--- config.mk ---
export PLATFORM = sky130hd
export DESIGN_NAME = pc_3gpp_alpha_engine
export DESIGN_NICKNAME = d
export VERILOG_FILES = /design/src/rtl/pc_3gpp_alpha_engine.sv
export SDC_FILE = /design/constraint.sdc
export NUM_CORES = 1
export LEC_CHECK = 0
export CAP_MARGIN = 20
export CORE_ASPECT_RATIO = 1.2
export CORE_MARGIN = 5
export CORE_UTILIZATION = 40
export DETAILED_ROUTE_END_ITERATION = 10
export DONT_BUFFER_PORTS = 1
export SKIP_CTS_REPAIR_TIMING = 1
export SLEW_MARGIN = 20
export SYNTH_ARGS = -nofsm -noshare
export SYNTH_HDL_FRONTEND = slang
export SYNTH_SLANG_ARGS = --single-unit
--- constraint.sdc ---
create_clock -name iclk -period 8.1 [get_ports iclk]
set_input_delay 0 -clock iclk [delete_from_list [all_inputs] [get_ports iclk]]
set_output_delay 0 -clock iclk [all_outputs]
set_load 0.01 [all_outputs]
--- src/rtl/pc_3gpp_alpha_engine.sv ---
// pc_3gpp_alpha_engine: polar SC node stage, streams alpha words through lane-wise min-sum f/g.
module pc_3gpp_alpha_engine #(
  parameter int pADDR_W = 8,
  parameter int pDAT_W  = 8,
  parameter int pNUM    = 8,
  parameter int pPIPE   = 0
) (
  input  logic                        iclk,
  input  logic                        ireset,
  input  logic                        iclkena,
  input  logic                        istart,
  input  logic                        imode,
  input  logic [pADDR_W-1:0]          irbase,
  input  logic [pADDR_W-1:0]          iwbase,
  input  logic                        iwsel,
  input  logic [pADDR_W:0]            ilen,
  input  logic [pNUM/2-1:0]           ibeta,
  output logic [pADDR_W-1:0]          oraddr,
  input  logic [pNUM*pDAT_W-1:0]      ordat_in,
  output logic                        owrite,
  output logic [pADDR_W-1:0]          owaddr,
  output logic                        owsel,
  output logic [pNUM/2*pDAT_W-1:0]    owdat,
  output logic                        obusy,
  output logic                        odone
);
  localparam int W = pDAT_W;
  localparam int L = pNUM / 2;
  localparam logic signed [W-1:0] MAXV = {1'b0, {(W-1){1'b1}}};
  localparam logic signed [W-1:0] MINV = {1'b1, {(W-1){1'b0}}};
  localparam logic signed [W:0]   SMAX = {2'b00, {(W-1){1'b1}}};
  localparam logic signed [W:0]   SMIN = -SMAX;
  localparam logic [pADDR_W-1:0]  AONE = 1;
  localparam logic [pADDR_W:0]    CONE = 1;
  typedef enum logic [1:0] {IDLE, READ, DRAIN, DONE} state_t;
  state_t                 state_q, state_d;
  logic [pPIPE:0]         vld_q;
  logic [pPIPE+1:0]       vld_sh;
  logic [pADDR_W-1:0]     oraddr_q, waddr_q, owaddr_q;
  logic [pADDR_W:0]       cnt_q;
  logic                   mode_q, owsel_q, owrite_q, issue;
  logic [L*W-1:0]         owdat_q, res;
  assign issue  = state_q == READ;
  assign vld_sh = {vld_q, issue};
  assign oraddr = oraddr_q;
  assign owaddr = owaddr_q;
  assign owsel  = owsel_q;
  assign owrite = owrite_q;
  assign owdat  = owdat_q;
  assign obusy  = state_q == READ || state_q == DRAIN;
  assign odone  = state_q == DONE;
  always_comb begin
    state_d = state_q;
    case (state_q)
      IDLE:    state_d = istart ? (ilen != '0 ? READ : DONE) : IDLE;
      READ:    state_d = cnt_q == CONE ? DRAIN : READ;
      DRAIN:   state_d = vld_q == '0 ? DONE : DRAIN;
      default: state_d = IDLE;
    endcase
  end
  always_ff @(posedge iclk) begin
    if (ireset) begin
      state_q  <= IDLE;
      vld_q    <= '0;
      oraddr_q <= '0;
      waddr_q  <= '0;
      owaddr_q <= '0;
      cnt_q    <= '0;
      mode_q   <= 1'b0;
      owsel_q  <= 1'b0;
      owrite_q <= 1'b0;
      owdat_q  <= '0;
    end else if (iclkena) begin
      state_q  <= state_d;
      vld_q    <= vld_sh[pPIPE:0];
      owrite_q <= vld_q[pPIPE];
      if (state_q == IDLE && istart) begin
        mode_q   <= imode;
        oraddr_q <= irbase;
        waddr_q  <= iwbase;
        owsel_q  <= iwsel;
        cnt_q    <= ilen;
      end
      if (issue) begin
        oraddr_q <= oraddr_q + AONE;
        cnt_q    <= cnt_q - CONE;
      end
      if (vld_q[pPIPE]) begin
        owdat_q  <= res;
        owaddr_q <= waddr_q;
        waddr_q  <= waddr_q + AONE;
      end
    end
  end
  genvar i;
  for (i = 0; i < L; i++) begin : g_lane
    logic signed [W-1:0] a, b, aa, ab, m, fv, gv;
    logic signed [W:0]   s;
    assign a  = ordat_in[i*W +: W];
    assign b  = ordat_in[(i+L)*W +: W];
    assign aa = (a == MINV) ? MAXV : (a[W-1] ? -a : a);
    assign ab = (b == MINV) ? MAXV : (b[W-1] ? -b : b);
    assign m  = (aa < ab) ? aa : ab;
    assign fv = (a[W-1] ^ b[W-1]) ? -m : m;
    // one extra bit holds b +/- a exactly before symmetric clamp
    assign s  = {b[W-1], b} + (ibeta[i] ? -{a[W-1], a} : {a[W-1], a});
    assign gv = (s > SMAX) ? MAXV : (s < SMIN) ? -MAXV : s[W-1:0];
    assign res[i*W +: W] = mode_q ? gv : fv;
  end
endmodule

---- After elaboration in Yosys (flattened, before gate mapping) ----
Index checks and enable logic that the tools add are counted.
storage, ports and cells
  output and inout bits ................... 52
  bits in registers ....................... 71
  logic and storage cells ................. 122
  input port bits ......................... 99
cells by class
  reduce and logical (&&, ||, !) cells .... 10
  muxes and demuxes ....................... 51
  eq/ne operators ......................... 12
  order comparisons ....................... 12
  add/subtract/negate cells ............... 23
  bitwise operators ....................... 4
operators with widths
  operator                                                                          count
  8-bit two-way mux                                                                 40
  8-bit negator                                                                     12
  8-bit equality test (second input constant)                                       8
  9-bit two-way mux                                                                 6
  9-bit adder                                                                       4
  9-bit by 8-bit greater-than comparator with 1-bit output (second input constant)  4
  9-bit by 8-bit less-than comparator with 1-bit output (second input constant)     4
  9-bit negator                                                                     4
  8-bit less-than comparator                                                        4
  8-bit by 1-bit adder with 8-bit output (second input constant)                    2
  9-bit by 1-bit equality test with 1-bit output (second input constant)            1
  9-bit nonzero test                                                                1
  9-bit by 1-bit subtractor with 9-bit output (second input constant)               1
  2-bit AND reduction                                                               4
  2-bit two-way mux                                                                 3
  2-bit case mux with 3 select lines                                                1
  2-bit equality test (second input constant)                                       2
  2-bit nonzero test                                                                2
  1-bit XOR                                                                         4
  2-bit by 1-bit equality test with 1-bit output (second input constant)            1
  2-bit logical NOT                                                                 1
  1-bit logical AND                                                                 1
  1-bit logical OR                                                                  1
  1-bit two-way mux                                                                 1

---- Depth between registers and ports, before layout ----
  word-level depth ........................ 8
  gate-level depth with buffers ........... 23
  gate-level depth less buffers ........... 21

---- Least setup slack after synthesis ----
No wires, ideal clock.
  kind .................................... in2reg
  start ................................... in ordat_in[25]
  end ..................................... reg owdat_q[28], in the netlist owdat[28]
  buffers on the path ..................... 1
  data required time ...................... 7.968 ns
  arrival ................................. 3.755 ns
  path slack .............................. 4.213 ns
  cell stages on the path ................. 21
  library setup time ...................... 0.132 ns
  cell sequence ........................... inv_1 > ha_1 > nor3b_1 > and2_1 > o21a_1 > nor2_1 > a31oi_1 > ha_1 > a21o_1 > a2111oi_0 > a21oi_1 > a211oi_4 > buf_6 > mux2_2 > ha_1 > o2111ai_1 > mux2i_1 > or2_1 > xor2_1 > a22oi_1 > a21oi_1
on the way
  cells in the longest elaborated chain, start to end .. 8
  elaborated cells on any way between the ends .. 16
  those cells by class .................... add/sub (4); order compare (3); eq/ne (1); mux (8)
ends and longest elaborated chain
  element                          RTL line  source
  start, declared                  19        input logic [pNUM*pDAT_W-1:0] ordat_in,
  8-bit negator                    101       assign aa = (a == MINV) ? MAXV : (a[W-1] ? -a : a);
  8-bit two-way mux (2 in series)  101
  8-bit less-than comparator       103       assign m = (aa < ab) ? aa : ab;
  8-bit two-way mux                103
  8-bit negator                    104       assign fv = (a[W-1] ^ b[W-1]) ? -m : m;
  8-bit two-way mux                104
  8-bit two-way mux (*)            108       assign res[i*W +: W] = mode_q ? gv : fv;
  end signal, assigned             89        owdat_q <= res;
  end, declared                    42        logic [L*W-1:0] owdat_q, res;
Every way passes the cells marked *; elsewhere a longest branch is shown, timed or not.
A chain may end at the register's enable or synchronous reset.

---- Worst setup path in the final report ----
Same ends and word-level chain as after synthesis.

==> impl_table.tex <==
\begin{tabular}{lr}
\hline
Metric & Value \\
\hline
\multicolumn{2}{l}{\textbf{Power}} \\
Part of the power in combinational logic & 45.6\% \\
Share of power burned in registers & 27.1\% \\
Switching share of power & 38.4\% \\
Internal power contribution & between 800 and 900 µW \\
Static Leak & $\sim$0.004 µW \\
Peak ir drop on the vdd network & 0.0952 mV \\
Portion of total power attributed to the clock network & 27.3\% \\
Switch Pwr & around 550 µW \\
P per Cell Area & 143 nW/µm² \\
Power after layout & 1430 µW \\
\multicolumn{2}{l}{\textbf{Worst hold path}} \\
Depth of the worst hold-timing path & 2 \\
Hold Path Class & input pin to flop \\
Hold Path Origin & irbase[3] \\
Worst Hold End & oraddr[3] \\
\multicolumn{2}{l}{\textbf{Synthesis}} \\
Flip-flop and latch count after synthesis & 71 \\
Biggest area consumer among synthesized cells & sky130\_fd\_sc\_hd\_\_dfxtp\_1 \\
Primary FF master, synth & sky130\_fd\_sc\_hd\_\_dfxtp\_1 \\
Top post-synthesis cells by area & sky130\_fd\_sc\_hd\_\_dfxtp\_1 (15\%), sky130\_fd\_sc\_hd\_\_ha\_1 (12\%), sky130\_fd\_sc\_hd\_\_a21oi\_1 (6.0\%) \\
Number of enable-type register cells in the synthesized netlist & 0 \\
Sequential share of the synthesized area & between 10\% and 20\% \\
Number of different library cells in the post-synthesis netlist & 87 \\
Most repeated cell in the gate-level netlist after synthesis & sky130\_fd\_sc\_hd\_\_nand2\_1 \\
Synthesized net count & 1486 \\
Fraction of post-synthesis cell area in the top cell type by area & 15.3\% \\
Yosys warning total & 0 \\
Instance count of the mapped netlist & around 1300 \\
Post-synthesis area per instance & 7.18 µm² \\
Total standard cell area after synthesis & about 9300 µm² \\
Leading post-synthesis cells by instance count & sky130\_fd\_sc\_hd\_\_nand2\_1 (147), sky130\_fd\_sc\_hd\_\_a21oi\_1 (111), sky130\_fd\_sc\_hd\_\_nor2\_1 (111) \\
Post-synthesis async set-or-reset flop share & 0\% \\
\multicolumn{2}{l}{\textbf{Detailed routing}} \\
Vias & approximately 9200 \\
Initial drt markers & 447 \\
Total iterations of the first detailed-routing run & 5 \\
Routed Antenna Nets & 0 \\
Avg WL per Cell & roughly 17 µm \\
Drt via density & 5.78 \\
Number of design rule violations left after detail routing & 0 \\
Final Routed Wirelength & 27800 µm \\
\multicolumn{2}{l}{\textbf{Floorplanning}} \\
Ports & $\sim$150 \\
Standard cell core area & 23000 µm² \\
Width of the die & 149 µm \\
Initial Utilization & 40.3\% \\
Vertical die dimension & 177 µm \\
Die ar. & approximately 26000 µm² \\
Cell Rows & just over 60 \\
\multicolumn{2}{l}{\textbf{Final layout}} \\
Layout cell share with drive strength beyond 1 & under 10\% \\
Combined area of the multi-input logic cells & $\sim$7400 µm² \\
Diode insertion count for antenna repair & 0 \\
Fill cell instance count of the final layout & 2437 \\
Register Area & 1420 µm² \\
Final nets & 1465 \\
Area added between synthesis and finish & 7.49\% \\
Final core area utilization & around 43\% \\
\multicolumn{2}{l}{\textbf{Global routing}} \\
Maximum number of pins on one net before global-route repair & 52 \\
Global-route congestion overflow total & 0 \\
Number of antenna violations at the first check in global routing & 0 \\
First-pass GRT wire length & 44500 µm \\
Global routing usage summed across all routing layers & about a fifth \\
Number of global-route vias before repair & 8768 \\
\multicolumn{2}{l}{\textbf{Timing}} \\
Final number of setup-violating endpoints & 0 \\
Transition time at the pin with the least slew margin & 774 ps \\
Post-route clock period utilization & 60.2\% \\
Largest clock skew in the final design & $\sim$6.5 ps \\
Final Max Tran Viols & 0 \\
Time the worst path needs with I/O delays and setup & 4880 ps \\
Worst Setup Slack, final & roughly 3200 ps \\
Post-Route Setup TNS & 0 ps \\
Final Hold Viols & 10 \\
Worst slew margin relative to its limit & 48.2\% \\
Highest Clock Rate & 205 MHz \\
RSZ-0062 raised after global routing & false \\
Hold slack final & -52.6 ps \\
\multicolumn{2}{l}{\textbf{Clock tree}} \\
Number of buffers created by CTS & 9 \\
Root buf cell & sky130\_fd\_sc\_hd\_\_clkbuf\_16 \\
TritonCTS clock tree & built \\
Insertion delay to the later sink of the worst-skew pair & 330 ps \\
Worst-case clock buffer depth & 2 \\
CTS H-Tree Depth & 3 \\
Clock transition at path regs & 60 ps \\
Sink Count & between 70 and 80 \\
\multicolumn{2}{l}{\textbf{Worst setup path}} \\
Startpoint type of the worst setup path & input pin \\
Critical path data arrival time & 5100 ps \\
Startpoint-to-endpoint class of the critical path & input pin to flop \\
Reg2Reg Capture Point & owdat[28] \\
Cells along the critical path & inv\_1, ha\_1, nor3b\_1, and2\_1, o21a\_1, nor2\_1, a31oi\_1, ha\_1, a21o\_1, a2111oi\_0, a21oi\_1, a211oi\_4, mux2\_2, ha\_1, o2111ai\_1, mux2i\_1, or2\_1, xor2\_1, a22oi\_1, a21oi\_1, dlygate4sd3\_1 \\
Worst Reg2Reg Path Length in Cells & 6 \\
Buf/Inv on CP & 2 \\
Crit path required time & 8320 ps \\
Max Fanout on Critical Path & 21 \\
Worst Setup End Kind & flop \\
Slowest CP cell & sky130\_fd\_sc\_hd\_\_a211oi\_4 \\
FF-to-FF setup slack & 5670 ps \\
Kind of cell with the highest combined delay on the critical path & compound AO/OA/AOI/OAI gates \\
Critical Path Max Stage Delay & $\sim$640 ps \\
Critical R2R Launch & vld\_q \\
Most prevalent standard cell on the critical path & sky130\_fd\_sc\_hd\_\_ha\_1 \\
\multicolumn{2}{l}{\textbf{Placement}} \\
Final weighted congestion in routability-driven placement & between 0.9 and 1 \\
Number of port buffers & 0 \\
Detailed-placement wirelength estimate & 22100 µm \\
Post-placement worst setup slack & 3510 ps \\
\multicolumn{2}{l}{\textbf{Flow run}} \\
Max Cap Viol & 0 \\
\multicolumn{2}{l}{\textbf{Run status}} \\
Result of the run & complete, but fails checks \\
Violations in the final reports & negative hold slack \\
\hline
\end{tabular}
stage by stage:
stage          std cells  cell area (µm²)
2_1_floorplan       1295             9300
3_3_place_gp        1558             9490
3_5_place_dp        1558             9490
4_1_cts             1574             9780
5_1_grt             1594            10000
6_report            1594            10000
state kept, by name, indices dropped and copies added, names as in the netlist:
| signal | count |
|---|---|
| owaddr | 8 |
| waddr_q | 8 |
| state_q | 2 |
| owdat | 32 |
| cnt_q | 9 |
| owrite | 1 |
| owsel | 1 |
| vld_q | 1 |
| mode_q | 1 |
| oraddr | 8 |
layer usage:
layer	vias to the layer above	GRT usage (%)	routed length, µm
met5	-	0	0
met1	4240	24.3	11600
met3	53	5.40	1890
met4	0	6.71	881
li1	4683	-	-
met2	241	35.3	13300
power groups by stage:
stage          Sequential [µW]  Combinational [µW]  Clock, µW
3_3_place_gp               395                 632          0
4_1_cts                    388                 639        402
3_5_place_dp               395                 635          0
6_report                   387                 653        390
5_1_grt                    390                 733        418
2_1_floorplan              388                 537          0
cell usage in the layout, fill, tap and decap left out, drive strengths merged, types with 7 or more instances in the layout:
cell type	synthesis	layout
a211oi	14	14
a21boi	7	7
a21o	13	13
a21oi	111	111
a221oi	9	9
a22oi	7	7
a31oi	28	28
and2	15	15
and3	16	16
clkbuf	45	11
dfxtp	71	71
dlygate4sd3	0	19
ha	88	88
inv	67	67
mux2i	32	32
nand2	147	147
nand2b	10	10
nand3	50	50
nor2	111	111
nor2b	7	7
nor3	29	29
nor3b	11	11
nor4	9	9
o211ai	17	17
o21a	15	15
o21ai	111	111
o31ai	17	17
or2	11	11
or3	16	16
xnor2	58	58
xor2	35	35
kinds of logic (layout without fill, tap and decap cells):
group / Yosys count / count (layout) / share of synthesized area, %
xor+xnor: 93 / 93 / 8.84
simple gates: 463 / 463 / 24.4
mux: 38 / 38 / 4.17
flops: 71 / 71 / 15.3
compound gates: 409 / 409 / 28.7
buf+inv: 124 / 108 / 5.41
fa+ha+maj: 97 / 97 / 13.2
layout make-up:
| cell class | count | share of cell area, % |
|---|---|---|
| multi-input combinational | 1100 | 73.9 |
| sequential | 71 | 14.2 |
| tap | 315 | 3.94 |
| timing repair buffer | 25 | 2.55 |
| inverter | 67 | 2.52 |
| clock buffer | 11 | 2.33 |
| clock inverter | 5 | 0.588 |
how the worst max path moves through the flow:
stage	start	endpoint	cells past startpoint
5_1_grt	ordat_in[25]	owdat[28]	21
3_3_place_gp	ordat_in[25]	owdat[28]	20
4_1_cts	ordat_in[25]	owdat[28]	20
2_1_floorplan	ordat_in[25]	owdat[28]	21
6_report	ordat_in[25]	owdat[28]	21
3_5_place_dp	ordat_in[25]	owdat[28]	20
worst register-to-register path, cell delays in order, from the launching register on:
cell and delay, ps:
sky130_fd_sc_hd__dfxtp_1 550, sky130_fd_sc_hd__inv_1 260, sky130_fd_sc_hd__nor2_4 140, sky130_fd_sc_hd__buf_4 410, sky130_fd_sc_hd__o2111ai_1 280, sky130_fd_sc_hd__a21oi_1 190
sky130_fd_sc_hd__dlygate4sd3_1 550
(Power assumes the default switching activity.)
